### config.mk
export PLATFORM = sky130hd
export DESIGN_NAME = wb_uart
export DESIGN_NICKNAME = d
export VERILOG_FILES = /design/src/rtl/wb_uart.sv
export SDC_FILE = /design/constraint.sdc
export NUM_CORES = 1
export LEC_CHECK = 0
export CAP_MARGIN = 40
export CORE_MARGIN = 5
export CORE_UTILIZATION = 56
export DETAILED_ROUTE_END_ITERATION = 16
export MAX_ROUTING_LAYER = met4
export PLACE_DENSITY = 0.76
export SLEW_MARGIN = 20
export SYNTH_ARGS = -nofsm -noshare
export SYNTH_HDL_FRONTEND = slang
export SYNTH_SLANG_ARGS = --single-unit
### constraint.sdc
create_clock -name clk_i -period 5.7 [get_ports clk_i]
set_clock_uncertainty 0.2 [all_clocks]
set_input_delay 1.14 -clock clk_i [delete_from_list [all_inputs] [get_ports clk_i]]
set_output_delay 1.14 -clock clk_i [all_outputs]
set_load 0.01 [all_outputs]
### src/rtl/wb_uart.sv
// Wishbone classic slave UART (8N1) for the J1 data bus.
// TX FIFO, single-byte RX holding register, programmable divisor.
module wb_uart #(
  parameter int          FIFO_DEPTH = 8,
  parameter logic [15:0] DIV_RESET  = 16'd16
) (
  input  logic        clk_i,
  input  logic        rst_i,
  input  logic [15:0] adr_i,
  input  logic [15:0] dat_i,
  output logic [15:0] dat_o,
  input  logic        we_i,
  input  logic        cyc_i,
  input  logic        stb_i,
  output logic        ack_o,
  output logic        txd_o,
  input  logic        rxd_i
);

  localparam int AW = $clog2(FIFO_DEPTH);

  localparam logic [1:0] TX_IDLE  = 2'd0;
  localparam logic [1:0] TX_START = 2'd1;
  localparam logic [1:0] TX_DATA  = 2'd2;
  localparam logic [1:0] TX_STOP  = 2'd3;

  localparam logic [2:0] RX_IDLE  = 3'd0;
  localparam logic [2:0] RX_START = 3'd1;
  localparam logic [2:0] RX_DATA  = 3'd2;
  localparam logic [2:0] RX_STOP  = 3'd3;
  localparam logic [2:0] RX_BREAK = 3'd4;

  logic        ack_q;
  logic [15:0] dat_q;
  logic [15:0] div_q;
  logic        tx_ovf_q, rx_ovr_q, rx_ferr_q;
  logic        rx_valid_q;
  logic [7:0]  rx_byte_q;

  logic [7:0]  mem_q [FIFO_DEPTH];
  logic [AW:0] wp_q, rp_q;

  logic [1:0]  tx_st_q, tx_st_d;
  logic [15:0] tx_cnt_q, tx_cnt_d;
  logic [2:0]  tx_bit_q, tx_bit_d;
  logic [7:0]  tx_sh_q, tx_sh_d;
  logic        txd_q, txd_d;

  logic        s1_q, s2_q, sp_q;
  logic [2:0]  rx_st_q, rx_st_d;
  logic [15:0] rx_cnt_q, rx_cnt_d;
  logic [2:0]  rx_bit_q, rx_bit_d;
  logic [7:0]  rx_sh_q, rx_sh_d;
  logic        rx_load, rx_ferr_set;

  logic        acc;
  logic [1:0]  sel;
  logic        wr_data, rd_data, wr_stat, wr_div;
  logic [15:0] eff_div, bit_ld, half_ld;
  logic        empty, full, pop, push_ok, tx_busy;
  logic [15:0] rd_mux;
  logic        unused_ok;

  assign unused_ok = ^{adr_i[15:3], adr_i[0]};

  assign acc     = cyc_i & stb_i & ~ack_q;
  assign sel     = adr_i[2:1];
  assign wr_data = acc & we_i & (sel == 2'd0);
  assign rd_data = acc & ~we_i & (sel == 2'd0);
  assign wr_stat = acc & we_i & (sel == 2'd1);
  assign wr_div  = acc & we_i & (sel == 2'd2);

  // Divisors below 2 would make the half-bit wait degenerate.
  assign eff_div = (div_q < 16'd2) ? 16'd2 : div_q;
  assign bit_ld  = eff_div - 16'd1;
  assign half_ld = (eff_div >> 1) - 16'd1;

  assign empty   = (wp_q == rp_q);
  assign full    = (wp_q[AW] != rp_q[AW]) &&
                   (wp_q[AW-1:0] == rp_q[AW-1:0]);
  assign pop     = (tx_st_q == TX_IDLE) & ~empty;
  assign push_ok = wr_data & (~full | pop);
  assign tx_busy = (tx_st_q != TX_IDLE);

  assign ack_o = ack_q;
  assign dat_o = dat_q;
  assign txd_o = txd_q;

  // Register read multiplexer.
  always_comb begin
    rd_mux = 16'h0;
    case (sel)
      2'd0: rd_mux = {8'h0, rx_byte_q};
      2'd1: rd_mux = {10'h0, tx_busy, rx_ferr_q, rx_ovr_q,
                      tx_ovf_q, rx_valid_q, full};
      2'd2: rd_mux = div_q;
      default: rd_mux = 16'h0;
    endcase
  end

  // Bus handshake, read data and the divisor register.
  always_ff @(posedge clk_i or posedge rst_i) begin
    if (rst_i) begin
      ack_q <= 1'b0;
      dat_q <= 16'h0;
      div_q <= DIV_RESET;
    end else begin
      ack_q <= acc;
      dat_q <= (acc & ~we_i) ? rd_mux : 16'h0;
      if (wr_div) div_q <= dat_i;
    end
  end

  // FIFO storage; contents are don't-care after reset.
  always_ff @(posedge clk_i) begin
    if (push_ok) mem_q[wp_q[AW-1:0]] <= dat_i[7:0];
  end

  // FIFO pointers.
  always_ff @(posedge clk_i or posedge rst_i) begin
    if (rst_i) begin
      wp_q <= '0;
      rp_q <= '0;
    end else begin
      if (push_ok) wp_q <= wp_q + 1'b1;
      if (pop)     rp_q <= rp_q + 1'b1;
    end
  end

  // TX frame sequencer; bit length re-read at every bit boundary.
  always_comb begin
    tx_st_d  = tx_st_q;
    tx_cnt_d = tx_cnt_q;
    tx_bit_d = tx_bit_q;
    tx_sh_d  = tx_sh_q;
    txd_d    = txd_q;
    case (tx_st_q)
      TX_IDLE: if (!empty) begin
        tx_st_d  = TX_START;
        tx_sh_d  = mem_q[rp_q[AW-1:0]];
        txd_d    = 1'b0;
        tx_cnt_d = bit_ld;
      end
      TX_START: if (tx_cnt_q == 16'd0) begin
        tx_st_d  = TX_DATA;
        txd_d    = tx_sh_q[0];
        tx_cnt_d = bit_ld;
        tx_bit_d = 3'd0;
      end else tx_cnt_d = tx_cnt_q - 16'd1;
      TX_DATA: if (tx_cnt_q == 16'd0) begin
        tx_cnt_d = bit_ld;
        if (tx_bit_q == 3'd7) begin
          tx_st_d = TX_STOP;
          txd_d   = 1'b1;
        end else begin
          tx_bit_d = tx_bit_q + 3'd1;
          tx_sh_d  = {1'b0, tx_sh_q[7:1]};
          txd_d    = tx_sh_q[1];
        end
      end else tx_cnt_d = tx_cnt_q - 16'd1;
      TX_STOP: if (tx_cnt_q == 16'd0) tx_st_d = TX_IDLE;
               else tx_cnt_d = tx_cnt_q - 16'd1;
      default: tx_st_d = TX_IDLE;
    endcase
  end

  // TX state registers; line idles high out of reset.
  always_ff @(posedge clk_i or posedge rst_i) begin
    if (rst_i) begin
      tx_st_q  <= TX_IDLE;
      tx_cnt_q <= 16'h0;
      tx_bit_q <= 3'd0;
      tx_sh_q  <= 8'h0;
      txd_q    <= 1'b1;
    end else begin
      tx_st_q  <= tx_st_d;
      tx_cnt_q <= tx_cnt_d;
      tx_bit_q <= tx_bit_d;
      tx_sh_q  <= tx_sh_d;
      txd_q    <= txd_d;
    end
  end

  // RX sequencer: start qualify at half bit, then sample each bit centre.
  always_comb begin
    rx_st_d     = rx_st_q;
    rx_cnt_d    = rx_cnt_q;
    rx_bit_d    = rx_bit_q;
    rx_sh_d     = rx_sh_q;
    rx_load     = 1'b0;
    rx_ferr_set = 1'b0;
    case (rx_st_q)
      RX_IDLE: if (sp_q && !s2_q) begin
        rx_st_d  = RX_START;
        rx_cnt_d = half_ld;
      end
      RX_START: if (rx_cnt_q == 16'd0) begin
        if (!s2_q) begin
          rx_st_d  = RX_DATA;
          rx_cnt_d = bit_ld;
          rx_bit_d = 3'd0;
        end else rx_st_d = RX_IDLE;
      end else rx_cnt_d = rx_cnt_q - 16'd1;
      RX_DATA: if (rx_cnt_q == 16'd0) begin
        rx_sh_d  = {s2_q, rx_sh_q[7:1]};
        rx_cnt_d = bit_ld;
        if (rx_bit_q == 3'd7) rx_st_d = RX_STOP;
        else rx_bit_d = rx_bit_q + 3'd1;
      end else rx_cnt_d = rx_cnt_q - 16'd1;
      RX_STOP: if (rx_cnt_q == 16'd0) begin
        if (s2_q) begin
          rx_load = 1'b1;
          rx_st_d = RX_IDLE;
        end else begin
          rx_ferr_set = 1'b1;
          rx_st_d     = RX_BREAK;
        end
      end else rx_cnt_d = rx_cnt_q - 16'd1;
      RX_BREAK: if (s2_q) rx_st_d = RX_IDLE;
      default: rx_st_d = RX_IDLE;
    endcase
  end

  // RX synchroniser and state registers.
  always_ff @(posedge clk_i or posedge rst_i) begin
    if (rst_i) begin
      s1_q     <= 1'b1;
      s2_q     <= 1'b1;
      sp_q     <= 1'b1;
      rx_st_q  <= RX_IDLE;
      rx_cnt_q <= 16'h0;
      rx_bit_q <= 3'd0;
      rx_sh_q  <= 8'h0;
    end else begin
      s1_q     <= rxd_i;
      s2_q     <= s1_q;
      sp_q     <= s2_q;
      rx_st_q  <= rx_st_d;
      rx_cnt_q <= rx_cnt_d;
      rx_bit_q <= rx_bit_d;
      rx_sh_q  <= rx_sh_d;
    end
  end

  // Holding register and sticky flags; a new byte beats a same-cycle read.
  always_ff @(posedge clk_i or posedge rst_i) begin
    if (rst_i) begin
      rx_byte_q  <= 8'h0;
      rx_valid_q <= 1'b0;
      rx_ovr_q   <= 1'b0;
      rx_ferr_q  <= 1'b0;
      tx_ovf_q   <= 1'b0;
    end else begin
      if (rx_load) rx_byte_q <= rx_sh_q;
      if (rx_load) rx_valid_q <= 1'b1;
      else if (rd_data) rx_valid_q <= 1'b0;
      if (rx_load && rx_valid_q && !rd_data) rx_ovr_q <= 1'b1;
      else if (wr_stat && dat_i[2]) rx_ovr_q <= 1'b0;
      if (rx_ferr_set) rx_ferr_q <= 1'b1;
      else if (wr_stat && dat_i[3]) rx_ferr_q <= 1'b0;
      if (wr_data && full && !pop) tx_ovf_q <= 1'b1;
      else if (wr_stat && dat_i[1]) tx_ovf_q <= 1'b0;
    end
  end

endmodule

; Word-level counts from Yosys, hierarchy flattened
; Memory sizes are Yosys's and may differ from the RTL's.
; Cells that the tools add are included.
[totals]
mem_count = 1
in_bits = 38
register_bits = 116
out_inout_bits = 18
elab_cells = 177
mem_bits_rw = 64
[mem_list]
columns = memory, words, width, read_ports, rd_clocked_by_memory_dff, wr, line_no
row1 = mem_q, 8, 8, 1, 0, 1, 40  ; logic [7:0] mem_q [FIFO_DEPTH];
[op_classes]
eq_ne = 31
reduce_logical = 37
magnitude_cmp = 1
n_mux = 62
bitwise_logic = 15
n_addsub = 8
[ops]
columns = cell, count
row1 = $mux W16, 10
row2 = $pmux W16 S3, 2
row3 = $pmux W16 S4, 1
row4 = $sub A16 B1 Y16 const B, 3
row5 = $mux W3, 14
row6 = $logic_not A16 Y1, 2
row7 = $ne A2 B2 Y1 const B, 16
row8 = $mux W8, 3
row9 = $mux W1, 20
row10 = $lt A16 B2 Y1 const B, 1
row11 = $pmux W8 S2, 1
row12 = $reduce_and A4 Y1, 4
row13 = $reduce_bool A2 Y1, 8
row14 = $sub A15 B1 Y16 const B, 1
row15 = $pmux W3 S5, 1
row16 = $mux W2, 6
row17 = $pmux W3 S2, 2
row18 = $and A1 B1 Y1, 10
row19 = $reduce_and A5 Y1, 2
row20 = $eq A3 B3 Y1 const B, 3
row21 = $logic_and A1 B1 Y1, 9
row22 = $add A4 B1 Y4 const B, 2
row23 = $pmux W2 S4, 1
row24 = $add A3 B1 Y3 const B, 2
row25 = 19 further kinds, 30

; Depth between registers and ports, before layout
[logic_depth]
ltp_word = 7
ltp_mapped = 11
depth_no_buf = 10

; Least setup slack after synthesis
; No wires, ideal clock.
[synth_path]
path_type = input to register
startpoint = input stb_i
endpoint = memory mem_q[0][0], enable pin
slack_ns = 2.239
cell_stages = 5
setup_time_ns = 0.395
t_arrival_ns = 2.867
cell_sequence = and3b_1 > nand2_1 > or4_1 > clkbuf_1 > nor4_1
[synth_via]
elab_chain_len = 7
[synth_rtl]
columns = element, line_no
row1 = start: declaration, 14  ; input logic stb_i,
row2 = $and A1 B1 Y1 (2 in a row), 66  ; assign acc = cyc_i & stb_i & ~ack_q;
row3 = $and A1 B1 Y1 (2 in a row), 68  ; assign wr_data = acc & we_i & (sel == 2'd0);
row4 = $and A1 B1 Y1, 82  ; assign push_ok = wr_data & (~full | pop);
row5 = $mux W1, 116  ; if (push_ok) mem_q[wp_q[AW-1:0]] <= dat_i[7:0];
row6 = $mux W1 (implied by the code), 116
row7 = end: declaration, 40
; Every way passes these cells.

; Worst setup path after layout
[layout_path]
startpoint = register div_q[7]
endpoint = register rx_cnt_q[14]
[layout_via]
elab_chain_len = 6
word_cells_on_any_way = 9
classes_between = add/sub (2) / order compare (1) / mux (6)
[layout_rtl]
columns = element, line_no
row1 = start: declaration, 35  ; logic [15:0] div_q;
row2 = start signal: assignment, 110  ; if (wr_div) div_q <= dat_i;
row3 = $lt A16 B2 Y1, 74  ; assign eff_div = (div_q < 16'd2) ? 16'd2 : div_q;
row4 = $mux W16 (*), 74
row5 = $sub A16 B1 Y16, 75  ; assign bit_ld = eff_div - 16'd1;
row6 = $mux W16, 198  ; if (!s2_q) begin
row7 = $mux W16, 197  ; RX_START: if (rx_cnt_q == 16'd0) begin
row8 = $pmux W16 S4 (*), 192  ; case (rx_st_q)
row9 = end signal: assignment, 239  ; rx_cnt_q <= rx_cnt_d;
row10 = end: declaration, 51  ; logic [15:0] rx_cnt_q, rx_cnt_d;
; Every way passes the cells marked *; elsewhere a longest branch is shown, timed or not. The select of a mux whose other input is x is not followed.
; A chain may end at the register's enable or synchronous reset.

==> impl_results.md <==
- Internal: 2930 uW
- Synth warn: 0
- Comb pwr share: 37.8%
- Remaining antenna violation count: 0
- Slew at the pin with the worst max-slew slack: 0.834 ns
- Crit Path Max Fanout: 10
- Xor/xnor cell area share of the yosys netlist: 3.76%
- Clock share of power: 23.6%
- Mapped Nets: between 800 and 900
- CP Launch Type: flip-flop
- Mux cell area share after synthesis: 11.0%
- Simple-gate share of the synthesized area: 14.3%
- Die area: ~19000 um^2
- # IOs: 56
- DRT iter0 DRCs: 576
- PostCTS Resize Cnt: 0
- Vias in the first global route: 6517
- CP Class: reg -> reg
- I/O Buffers: 41
- GRT overflow: 0
- Clock Latency Late Sink: 0.43 ns
- Worst path arrival time: 3.92 ns
- Post-layout minimum cycle time: 3.76 ns
- Area growth, synth to finish: 13.1%
- Antenna Cells: 0
- Switching part of the total: 38.7%
- Die W: 137 um
- # H-tree levels: 4
- Inst Count DP: about 1000
- FMAX: 266 MHz
- WP data required: about 5.9 ns
- Maxcap violations: 0
- Die Y: 137 um
- Num CTS Buffers: 17
- Final hold violation count: 0
- Post-synthesis cell count: ~790
- Cts hold-fix bufs: 0
- Mean Syn Cell Area: 11.5 um^2
- Slew Limit Fails: 0
- Dominant cell type by area after synthesis: dfrtp_1
- Starting density of the core: 57.1%
- Largest family of logic cells by synthesized area: simple AND/OR/NAND/NOR gates
- Clock Path Buffers: 2
- RSZ-0062 raised after global routing: false
- Rel. slew slack: 44.4%
- Outcome: completed
- Vias: 6525
- Netlist cell types: 75
- Switching power: 1850 uW
- Pwr dens: 466 nW/um^2
- Post-synth EDFFs: 64
- Total iterations of the first detailed-routing run: 5
- Final wirelength: 21100 um
- Setup_tns: 0 ns
- P_leak: 0.00399 uW
- Clock sinks: 180
- DRC errors left: 0
- Setup crit end kind: flip-flop
- Final Cycle Share: 65.9%
- Pre-CTS setup slack: about 1.7 ns
- Final WS setup: ~2 ns
- Synth cell count leaders: dfrtp_1, nor2_1, edfxtp_1
- Flop pwr share: 38.6%
- Post-synthesis async set-or-reset flop share: 64.4%
- Count of state elements after synthesis: 180
- Layout Utilization: approximately 65%
- Core area: between 15000 and 20000 um^2
- DR vias/cell: 6.21
- Worst Hold Class: reg -> reg
- Fin cells: 1050
- Post-synthesis adder-cell area fraction: 2.07%
- Netlist Area Pre-Place: 9070 um^2
- Ys flop type: dfrtp_1
- Clock root buffer: clkbuf_16
- Total setup buffers inserted after CTS: 0
- Total track usage: 24.1%
- Cell Rows: 46
- Top cell type's share of synthesized area: a little under a third
- Average routed wire per standard cell: 20.1 um
- Max VDD drop: around 0.28 mV
- Clock transition at path regs: 0.07 ns
- Register area share after synthesis: 53.2%
- Post-DP HPWL: 14800 um
- Final setup fails: 0
- Top-count cell post-synth: dfrtp_1
- TritonCTS clock tree: done
- Compound-gate portion of the synthesized area: 12.7%
- Global-route wire length before repair: ~34000 um
- Layout cells sized above 1: 15.5%
- Initial antenna violation count: 0
- Largest net degree at the start of global routing: 67
- Nets: ~870
- Final Wtd Congestion: between 0.9 and 1
- Ranking of synthesized cells by area: dfrtp_1, edfxtp_1, mux2_2, mux4_2, xnor2_1
[layout make-up]
cell class	count	area [um^2]
clock buffers	17	425
clock inverters	15	140
fillers	1197	5620
inverters	19	73.8
multi-input cells	548	3990
flip-flops and latches	180	4830
well taps	216	270
repair buffers	55	542
[path summary, 6_finish.rpt]
kind	startpoint	to	slack (ns)	cells after the start
max	div_q[7]	rx_cnt_q[14]	1.94	10
max reg2reg	div_q[7]	rx_cnt_q[14]	1.94	10
max in group asynchronous	rst_i	s1_q	3.69	4
min reg2reg	s1_q	s2_q	0.16	0
min	s1_q	s2_q	0.16	0
min in group asynchronous	rst_i	tx_bit_q[1]	0.79	2
[state kept, by name, indices dropped and copies added, names as in the netlist, 8 cells and up]
signal,flops
div_q,16
rx_byte_q,8
mem_q,64
dat_o,16
rx_cnt_q,16
tx_cnt_q,16
tx_sh_q,8
rx_sh_q,8
[logic make-up (layout without fill, tap and decap cells)]
kind of cell               count (synthesis)  count (layout)
xor gates and xnor gates                  39              39
buffers and inverters                     64             106
DFF                                      180             180
adders and majority gates                 15              15
and+or+nand+nor                          249             249
muxes                                     75              75
AOI/OAI and AO/OA                        170             170
[stage by stage]
stage | area (um^2) | total power [uW] | hold WS, ns
6_report | 10300 | 4780 | 0.158
5_1_grt | 10300 | 5070 | 0.165
4_1_cts | 10200 | 4740 | 0.160
3_5_place_dp | 9640 | 3610 | 0.150
3_3_place_gp | 9620 | 3530 | 0.146
2_1_floorplan | 9070 | 3180 | 0.145
[worst max-delay path: stages, from the launching register on]
cell and delay [ns]:
dfrtp_1 0.54, nor4_4 0.45, a41oi_2 0.39, inv_1 0.15, ha_1 0.19, nor3b_1 0.68, nand4_1 0.22, xnor2_1 0.48
o211ai_1 0.16, nand3_1 0.11, a22o_1 0.12
[metal layers]
metal  up-vias  GRT usage, %  routed length, um
li1       3017             -                  -
met1      3246          32.6               9220
met2       233          37.1              10200
met3        29          6.03               1360
met4         0          6.04                317
met5         -             -                  0
[cell usage in the layout, fill, tap and decap left out, types with 5 or more instances in the layout]
cell type,count
nor3_1,21
nand4_1,10
dfrtp_1,111
nor2_1,68
or3_1,8
mux2i_1,19
clkdlybuf4s50_1,41
edfxtp_1,64
nor2b_1,7
clkbuf_16,17
mux2_2,40
o221ai_1,5
nor4_1,16
ha_1,15
a22o_1,14
xor2_1,9
nor3b_1,5
a21oi_1,35
buf_4,9
o211ai_1,5
nand2b_1,8
o21ai_0,48
or4_1,8
o22ai_1,11
dfstp_2,5
mux4_2,16
nand3_1,15
nand2_1,52
xnor2_1,30
and2_1,12
inv_1,18
inv_6,6
[power groups by stage]
stage	sequential (uW)	clock (uW)	combinational [uW]
2_1_floorplan	1710	0	1470
3_3_place_gp	1870	0	1660
3_5_place_dp	1890	0	1720
4_1_cts	1860	1140	1740
5_1_grt	1880	1200	1980
6_report	1850	1130	1810
(Power assumes the default switching activity.)
